`config.mk`:
```
export PLATFORM = sky130hd
export DESIGN_NAME = div_clk_monitor
export DESIGN_NICKNAME = d
export VERILOG_FILES = /design/src/rtl/div_mon_pkg.sv /design/src/rtl/clk_edge_sync.sv /design/src/rtl/div_clk_monitor.sv
export SDC_FILE = /design/constraint.sdc
export NUM_CORES = 1
export LEC_CHECK = 0
export ABC_AREA = 1
export CORE_ASPECT_RATIO = 0.5
export CORE_MARGIN = 5
export CORE_UTILIZATION = 45
export DETAILED_ROUTE_END_ITERATION = 16
export DONT_BUFFER_PORTS = 1
export PLACE_DENSITY = 0.58
export SLEW_MARGIN = 10
export SYNTH_ARGS = -nofsm -noshare
export SYNTH_HDL_FRONTEND = slang
export SYNTH_HIERARCHICAL = 1
export SYNTH_SLANG_ARGS = --single-unit
```
`constraint.sdc`:
```
create_clock -name clk -period 5.44 [get_ports clk]
set_input_delay 1.088 -clock clk [delete_from_list [all_inputs] [get_ports clk]]
set_output_delay 1.088 -clock clk [all_outputs]
set_load 0.03 [all_outputs]
```
`src/rtl/div_mon_pkg.sv`:
```
// rtl/div_mon_pkg.sv - shared state codes and default constants for the divided-clock monitor
package div_mon_pkg;

  typedef enum logic [1:0] {
    ST_IDLE    = 2'd0,
    ST_MEASURE = 2'd1,
    ST_LOCKED  = 2'd2,
    ST_FAULT   = 2'd3
  } mon_state_t;

  localparam int WIN_CYCLES_DEF = 56;
  localparam int EXP_EDGES_DEF  = 16;
  localparam int TOL_DEF        = 1;
  localparam int LOCK_WINS_DEF  = 4;

endpackage

```
`src/rtl/clk_edge_sync.sv`:
```
// rtl/clk_edge_sync.sv - two-flop synchronizer plus history flop giving a rising-edge strobe
module clk_edge_sync (
  input  logic clk,
  input  logic rst,
  input  logic async_in,
  input  logic load_hist,
  input  logic track,
  output logic rise
);

  logic sync_q1;
  logic sync_q2;
  logic hist;

  // hist freezes while the monitor is idle and is reloaded on entry, so a
  // level that is already high is not mistaken for a fresh edge
  always_ff @(posedge clk or posedge rst) begin
    if (rst) begin
      sync_q1 <= 1'b0;
      sync_q2 <= 1'b0;
      hist    <= 1'b0;
    end else begin
      sync_q1 <= async_in;
      sync_q2 <= sync_q1;
      if (load_hist || track) hist <= sync_q2;
    end
  end

  assign rise = sync_q2 & ~hist;

endmodule

```
`src/rtl/div_clk_monitor.sv`:
```
// rtl/div_clk_monitor.sv - windowed rising-edge counter with lock/fault FSM for the 3.5x divided clock
module div_clk_monitor
  import div_mon_pkg::*;
#(
  parameter int WIN_CYCLES = WIN_CYCLES_DEF,
  parameter int EXP_EDGES  = EXP_EDGES_DEF,
  parameter int TOL        = TOL_DEF,
  parameter int LOCK_WINS  = LOCK_WINS_DEF,
  parameter int CNT_W      = 8
) (
  input  logic             clk,
  input  logic             rst,
  input  logic             en,
  input  logic             clear_fault,
  input  logic             div_clk_in,
  output logic [CNT_W-1:0] edge_cnt,
  output logic             cnt_valid,
  output logic             locked,
  output logic             fault,
  output logic [1:0]       state
);

  localparam int WIN_W = $clog2(WIN_CYCLES);
  localparam int GR_W  = $clog2(LOCK_WINS + 1);
  localparam logic [WIN_W-1:0] WIN_LAST  = WIN_W'(WIN_CYCLES - 1);
  localparam logic [GR_W-1:0]  LOCK_LAST = GR_W'(LOCK_WINS - 1);
  localparam logic [CNT_W:0]   EXP_V     = (CNT_W + 1)'(EXP_EDGES);
  localparam logic [CNT_W:0]   TOL_V     = (CNT_W + 1)'(TOL);

  mon_state_t       cur_state, nxt_state;
  logic [WIN_W-1:0] win_cnt;
  logic [CNT_W-1:0] edge_acc;
  logic [CNT_W-1:0] win_total;
  logic [CNT_W:0]   win_wide;
  logic [CNT_W:0]   win_diff;
  logic [GR_W-1:0]  good_run, good_run_nxt;
  logic             rise, active, win_end, good;
  logic             clr_win, run, load_hist;

  assign active = (cur_state != ST_IDLE);

  clk_edge_sync u_edge_sync (
    .clk       (clk),
    .rst       (rst),
    .async_in  (div_clk_in),
    .load_hist (load_hist),
    .track     (active),
    .rise      (rise)
  );

  // running total including this cycle's rise, saturating at all-ones
  assign win_total = (edge_acc == '1) ? edge_acc : edge_acc + {{(CNT_W-1){1'b0}}, rise};
  assign win_wide  = {1'b0, win_total};
  assign win_diff  = (win_wide >= EXP_V) ? (win_wide - EXP_V) : (EXP_V - win_wide);
  assign good      = (win_diff <= TOL_V);
  assign win_end   = active && (win_cnt == WIN_LAST);

  always_comb begin
    nxt_state    = cur_state;
    good_run_nxt = good_run;
    clr_win      = 1'b0;
    run          = 1'b0;
    load_hist    = 1'b0;
    if (!en) begin
      nxt_state    = ST_IDLE;
      good_run_nxt = '0;
      clr_win      = 1'b1;
    end else if (cur_state == ST_IDLE) begin
      nxt_state    = ST_MEASURE;
      good_run_nxt = '0;
      clr_win      = 1'b1;
      load_hist    = 1'b1;
    end else if (clear_fault && cur_state == ST_FAULT) begin
      nxt_state    = ST_MEASURE;
      good_run_nxt = '0;
      clr_win      = 1'b1;
    end else begin
      run = 1'b1;
      if (win_end) begin
        case (cur_state)
          ST_MEASURE: begin
            if (!good) begin
              good_run_nxt = '0;
            end else if (good_run == LOCK_LAST) begin
              nxt_state    = ST_LOCKED;
              good_run_nxt = '0;
            end else begin
              good_run_nxt = good_run + 1'b1;
            end
          end
          ST_LOCKED: if (!good) nxt_state = ST_FAULT;
          default: ;
        endcase
      end
    end
  end

  always_ff @(posedge clk or posedge rst) begin
    if (rst) cur_state <= ST_IDLE;
    else     cur_state <= nxt_state;
  end

  always_ff @(posedge clk or posedge rst) begin
    if (rst) begin
      win_cnt   <= '0;
      edge_acc  <= '0;
      edge_cnt  <= '0;
      cnt_valid <= 1'b0;
      good_run  <= '0;
    end else begin
      good_run  <= good_run_nxt;
      cnt_valid <= run && win_end;
      if (clr_win) begin
        win_cnt  <= '0;
        edge_acc <= '0;
      end else if (run) begin
        if (win_end) begin
          win_cnt  <= '0;
          edge_acc <= '0;
          edge_cnt <= win_total;
        end else begin
          win_cnt  <= win_cnt + 1'b1;
          edge_acc <= win_total;
        end
      end
    end
  end

  assign state  = cur_state;
  assign locked = (cur_state == ST_LOCKED);
  assign fault  = (cur_state == ST_FAULT);

endmodule

```
Yosys cells after proc, flatten, opt, wreduce, memory -nomap -nowiden
Cells that the tools add are included.
{ "totals": {"out_inout_bits": 13, "memories": 0, "mem_bits_ro": 0, "inputBits": 5, "mem_bits_rw": 0, "latch_bits": 0, "elab_cells": 72, "reg_bits": 31} }
{ "classes": {"muxes": 31, "multipliers": 0, "eq_ne": 12, "n_addsub": 5, "reduce_logical": 10, "bitwise": 3, "div_mod_pow": 0, "n_lt_le_gt_ge": 2, "shift": 0} }
{ "ops": {"columns": ["operator", "count"], "rows": [
  ["$mux 8", 4],
  ["$mux 3", 7],
  ["$mux 6", 3],
  ["$mux 2", 7],
  ["$ne 5x5->1 const B", 2],
  ["$le 9x1->1 const B", 1],
  ["$mux 9", 1],
  ["$sub 5x8->9 const A", 1],
  ["$sub 8x5->9 const B", 1],
  ["$add 8x1->8", 1],
  ["$eq 8x8->1 const B", 1],
  ["$ge 8x5->1 const B", 1],
  ["$mux 1", 8],
  ["$ne 4x1->1 const B", 2],
  ["$add 6x1->6 const B", 1],
  ["$eq 6x6->1 const B", 1],
  ["$ne 5x1->1 const B", 1],
  ["$ne 5x3->1 const B", 1],
  ["$reduce_and 5->1", 1],
  ["$eq 2x2->1 const B", 2],
  ["$pmux 2 s2", 1],
  ["$reduce_bool 2->1", 2],
  ["$add 3x1->3 const B", 1],
  ["$eq 3x2->1 const B", 1],
  ["8 further kinds", 11]
]} }

Logic depth before layout (Yosys ltp)
{ "logic_depth": {"word_depth": 13, "depth_mapped": 24, "mapped_depth_nobuf": 24} }

By module
The synthesis kept the hierarchy.
{ "modules_own_cells": {"columns": ["mod", "cells_per_inst", "seq_area_each_um2", "area_each_um2", "instances"], "rows": [
  ["div_clk_monitor", 235, 700.7, 1755.4, 1],
  ["clk_edge_sync", 10, 75.1, 102.6, 1]
]} }

Least setup slack after synthesis
Ideal clock, no wire load.
{ "synth_timing": {"path_kind": "register to register", "start": "reg u_edge_sync.hist", "end": "reg cur_state[1], in the netlist state[1]", "arrival_ps": 2294, "path_slack_ps": 3027, "stages_incl_launch_ff": 20, "setup_time_ps": 119, "cell_sequence": "dfrtp_1 nor2_1 ha_1 xnor2_1 nand2_1 inv_1 ha_1 nand3_1 nor2_1 nand3_2 nand3_2 nand2_1 nand2_1 nand2_1 nor2_2 nand3_1 nand3_2 nand2_2 nand2_1 nand2_1"} }
{ "synth_between": {"elab_chain_len": 9, "word_cells_on_any_way": 12} }
{ "synth_lines": {"columns": ["item", "line_no", "rtl"], "rows": [
  ["from (decl)", "clk_edge_sync.sv:13", "logic hist;"],
  ["from (signal assigned)", "clk_edge_sync.sv:25", "if (load_hist || track) hist <= sync_q2;"],
  ["$not 1->1 (*)", "clk_edge_sync.sv:29", "assign rise = sync_q2 & ~hist;"],
  ["$and 1x1->1 (*)", "clk_edge_sync.sv:29", null],
  ["named net rise", "div_clk_monitor.sv:37", "logic rise, active, win_end, good;"],
  ["$add 8x1->8 (*)", "div_clk_monitor.sv:52", "assign win_total = (edge_acc == '1) ? edge_acc : edge_acc + {{(CNT_W-1){1'b0}}, rise};"],
  ["$mux 8 (*)", "div_clk_monitor.sv:52", null],
  ["$sub 5x8->9, or another cell as far along", "div_clk_monitor.sv:54", "assign win_diff = (win_wide >= EXP_V) ? (win_wide - EXP_V) : (EXP_V - win_wide);"],
  ["$mux 9 (*)", "div_clk_monitor.sv:54", null],
  ["$le 9x1->1 (*)", "div_clk_monitor.sv:55", "assign good = (win_diff <= TOL_V);"],
  ["$ne 5x5->1 (no line) / $ne 5x3->1 (equally long branches)", null, null],
  ["$reduce_and 5->1 (no line) (*)", null, null],
  ["to (signal assigned)", "div_clk_monitor.sv:100", "else cur_state <= nxt_state;"],
  ["to (decl)", "div_clk_monitor.sv:30", "mon_state_t cur_state, nxt_state;"]
]} }
Mark *: on every way through the listed nets, which the timed path passes. The rest lies on a longest branch.
A chain may end at the register's enable or synchronous reset.

Worst setup path in the final report
{ "layout_timing": {"start": "reg u_edge_sync.hist", "end": "reg cur_state[0], in the netlist state[0]"} }
Same word-level chain as after synthesis.

==> run summary <==
The flow ran to the end, and the final reports show no timing, DRC or antenna violations. The area growth from synthesis to final layout is 7.81%. The total congestion overflow is 0. The post-detailed-placement half-perimeter wirelength came out at 2940 µm. Walking the worst path, the cells encountered are nor2_1 > ha_1 > xnor2_1 > nand2_1 > inv_1 > ha_1 > nand3_1 > nor2_1 > nand3_2 > nand3_2 > nand2_1 > nand2_1 > nand2_1 > nor2_2 > nand2_1 > nand2_1 > nand3_2 > nand2_2 > nand2_1 > nand2_1.

The slowest stage of the critical path belongs to the cell sky130_fd_sc_hd__dfrtp_1. The share of synthesized area in the top cell type comes to 0.418. The cell sitting at the root of the clock tree is a sky130_fd_sc_hd__clkbuf_8. The global-route wire length before repair came out at 6760 µm. Max-cap violations in this run came to 0. The pre-CTS setup slack came out at roughly 2.6 ns. The total CTS buffers came out at 5.

18 I/O pins were placed. Yosys attributes the largest share of cell area to sky130_fd_sc_hd__dfrtp_1, sky130_fd_sc_hd__nand2_1, sky130_fd_sc_hd__inv_1. The achievable clock frequency is roughly 340 MHz.

The total count of max-transition violations in the final report came out at 0. The synthesized design spends more area on one cell type than any other, namely sky130_fd_sc_hd__dfrtp_1. The final-report setup violation count is 0.

The pin count of the biggest net entering global routing is 29. The path class of the tightest hold or removal check is flip-flop to flip-flop. The actual transition at the worst max-transition pin came out at ~1.0 ns. The die boundary height came out at ~55 µm. The total wire length after detailed routing came out at between 3000 and 4000 µm. The row count came out at 16. Dividing the detail-routed via count by the number of cells gives 4.90.

The number of nets still failing antenna checks after routing is 0. The number of hold violations in the final report came out at 0. The synthesis warning total came out at 6.

The maximum fanout count along the critical path is 6. Across the VDD grid, the largest voltage drop is 0.172 mV. The number of levels in the clock H-tree is 2. The clock transition at the register clock pins on the worst setup and hold paths after CTS is 0.06 ns. The normalized max-slew margin came out at 0.323. The cell area that synthesis handed to floorplanning was 0.00186 mm². The most used flip-flop cell after synthesis is sky130_fd_sc_hd__dfrtp_1. The data arrival time of the critical path is 3.14 ns. Yosys instantiated no cell more often than sky130_fd_sc_hd__nand2_1. The routed length per instance came out at 12.7 µm. The number of DRC violations after detailed-routing iteration 0 came out at between 40 and 50.

The routed design could run at a clock period as short as around 2.9 ns. The die outline area came out at 0.00559 mm². The sequential cell area fraction in the yosys report is 0.418.

The count of clock tree sinks is 31. The portion of the clock cycle consumed by the worst path in the final layout is 0.536. Synthesis handed over a netlist of approximately 250 instances. Of the cells placed in the final design, the portion with a size suffix greater than 1 is 0.103. For the worst-skew pair, the clock arrives at the later sink with an insertion delay of 0.28 ns. The number of register bits inferred by synthesis is 31. Setup repair after global routing left no endpoint under its margin.

In this run the power density over the cells is 311 mW/mm². The antenna diode instance count came out at 0. For this configuration, the core starts out at a cell density of 0.471.

Adding up every negative setup slack in the final design gives 0 ns. The number of enable flip-flop cells after synthesis is 0. The startpoint type of the worst setup path is a flip-flop. The final worst clock skew is approximately 0.0057 ns.

The routed layout has 1500 vias. The hold buffer count at CTS came out at 0. The critical path's most frequent cell is sky130_fd_sc_hd__nand2_1.

In this run the static leakage power is 0.00114 µW. The DRC violation count after routing came out at 0. The number of antenna violations at the first check in global routing came out at 0.

The worst setup path is of the flip-flop to flip-flop kind. Data on the critical path is required at its endpoint by 5.66 ns. The final worst setup slack is 2.52 ns. The final weighted congestion in routability-driven placement is 0.831.

The maximum buffer depth of the clock tree came out at 2. The number of placed instances with taps included is 298. The TritonCTS clock tree is done.

The number of distinct library cell variants in the gate-level netlist after synthesis came out at 29. The total core area is around 0.004 mm². The number of global-route vias before repair is 1431. The total global-route track usage is 0.153.

The first TritonRoute pass finished after 4 iterations. The number of setup buffers added after CTS is 0. The delay of the slowest cell on the worst path came out at 0.38 ns.

The commonest cells after synthesis are sky130_fd_sc_hd__nand2_1, sky130_fd_sc_hd__inv_1, sky130_fd_sc_hd__dfrtp_1, sky130_fd_sc_hd__nor2_1, sky130_fd_sc_hd__nand3_1. The finished layout holds 306 standard cells, fillers aside. Of all flip-flops after synthesis, the portion carrying an async set or reset was 1.00. The number of port buffers is 0. The chip width came out at between 100 and 150 µm. Counting every net in the synthesized netlist gives 258. The number of gates given a new drive strength after cts came out at 0. The net total in the final layout came out at 264. STA classifies the critical path endpoint as a flip-flop. The per-instance average area after synthesis is 7.58 µm².
-- cells by family (layout without fill, tap and decap cells) --
| family | Yosys count | count (layout) | synth area share |
|---|---|---|---|
| AOI/OAI and AO/OA | 22 | 22 | 0.0667 |
| xor gates and xnor gates | 5 | 5 | 0.0236 |
| adders and majority gates | 8 | 8 | 0.0539 |
| buffers and inverters | 43 | 50 | 0.0869 |
| DFF | 31 | 31 | 0.418 |
| and+or+nand+nor | 136 | 136 | 0.352 |
-- sequential cells by signal, summed over array words and instances (netlist names) --
signal               flops
edge_acc                 8
edge_cnt                 8
win_cnt                  6
good_run                 3
state                    2
cnt_valid                1
u_edge_sync/hist         1
u_edge_sync/sync_q1      1
u_edge_sync/sync_q2      1
-- per-stage QoR --
step	utilization	hold WS (ns)	power (µW)	area, µm²
CTS	0.508	0.354	631	2000
finish	0.508	0.351	624	2000
floorplan	-	0.331	420	1860
global route	0.508	0.379	673	2000
detailed placement	0.487	0.339	457	1920
global placement	0.487	0.335	453	1920
-- final timing paths --
path	startpoint	slack, ns	endpoint	cells after the start
min in group asynchronous	rst	0.56	u_edge_sync/sync_q1	1
max reg2reg	u_edge_sync/hist	2.52	state[0]	20
min	u_edge_sync/sync_q1	0.35	u_edge_sync/sync_q2	0
max in group asynchronous	rst	4.17	edge_acc[7]	1
max	u_edge_sync/hist	2.52	state[0]	20
min reg2reg	u_edge_sync/sync_q1	0.35	u_edge_sync/sync_q2	0
-- power by group --
part | leakage [µW] | switching, µW | internal, µW
clock network | 0.0000422 | 82.1 | 89.6
registers | 0.000423 | 31.5 | 248
logic | 0.000673 | 117 | 55.9
total | 0.00114 | 230 | 393
-- area by class of cell --
class	instances	area, µm²
inverter	42	158
clock buffer	7	76.3
sequential	31	776
fill	389	1940
multi-input combinational	171	921
tap	54	67.6
clock inverter	1	5.00
-- metal layers --
metal  vias up  track usage  share of wire
li1        776            -              -
met1       691        0.210           0.49
met2        26        0.228           0.45
met3         7       0.0452          0.045
met4         0       0.0518          0.013
met5         -            0              0
-- layout by cell type (no fill, tap or decap), types with 5 or more instances in the layout --
cell type,count
sky130_fd_sc_hd__nand2_1,67
sky130_fd_sc_hd__nand3_1,16
sky130_fd_sc_hd__inv_1,38
sky130_fd_sc_hd__nand3_2,6
sky130_fd_sc_hd__ha_1,8
sky130_fd_sc_hd__o21ai_0,10
sky130_fd_sc_hd__clkbuf_8,5
sky130_fd_sc_hd__nor2_1,26
sky130_fd_sc_hd__dfrtp_1,31
sky130_fd_sc_hd__a21oi_1,5
-- worst max-delay path: cells and delay by family (launching register included) --
family,cells,cell delay (ns)
fa+ha+maj,2,0.48
simple gates,16,1.74
xor+xnor,1,0.16
flops,1,0.38
buf+inv,1,0.11
No activity file was read; power rests on OpenSTA's default activity.
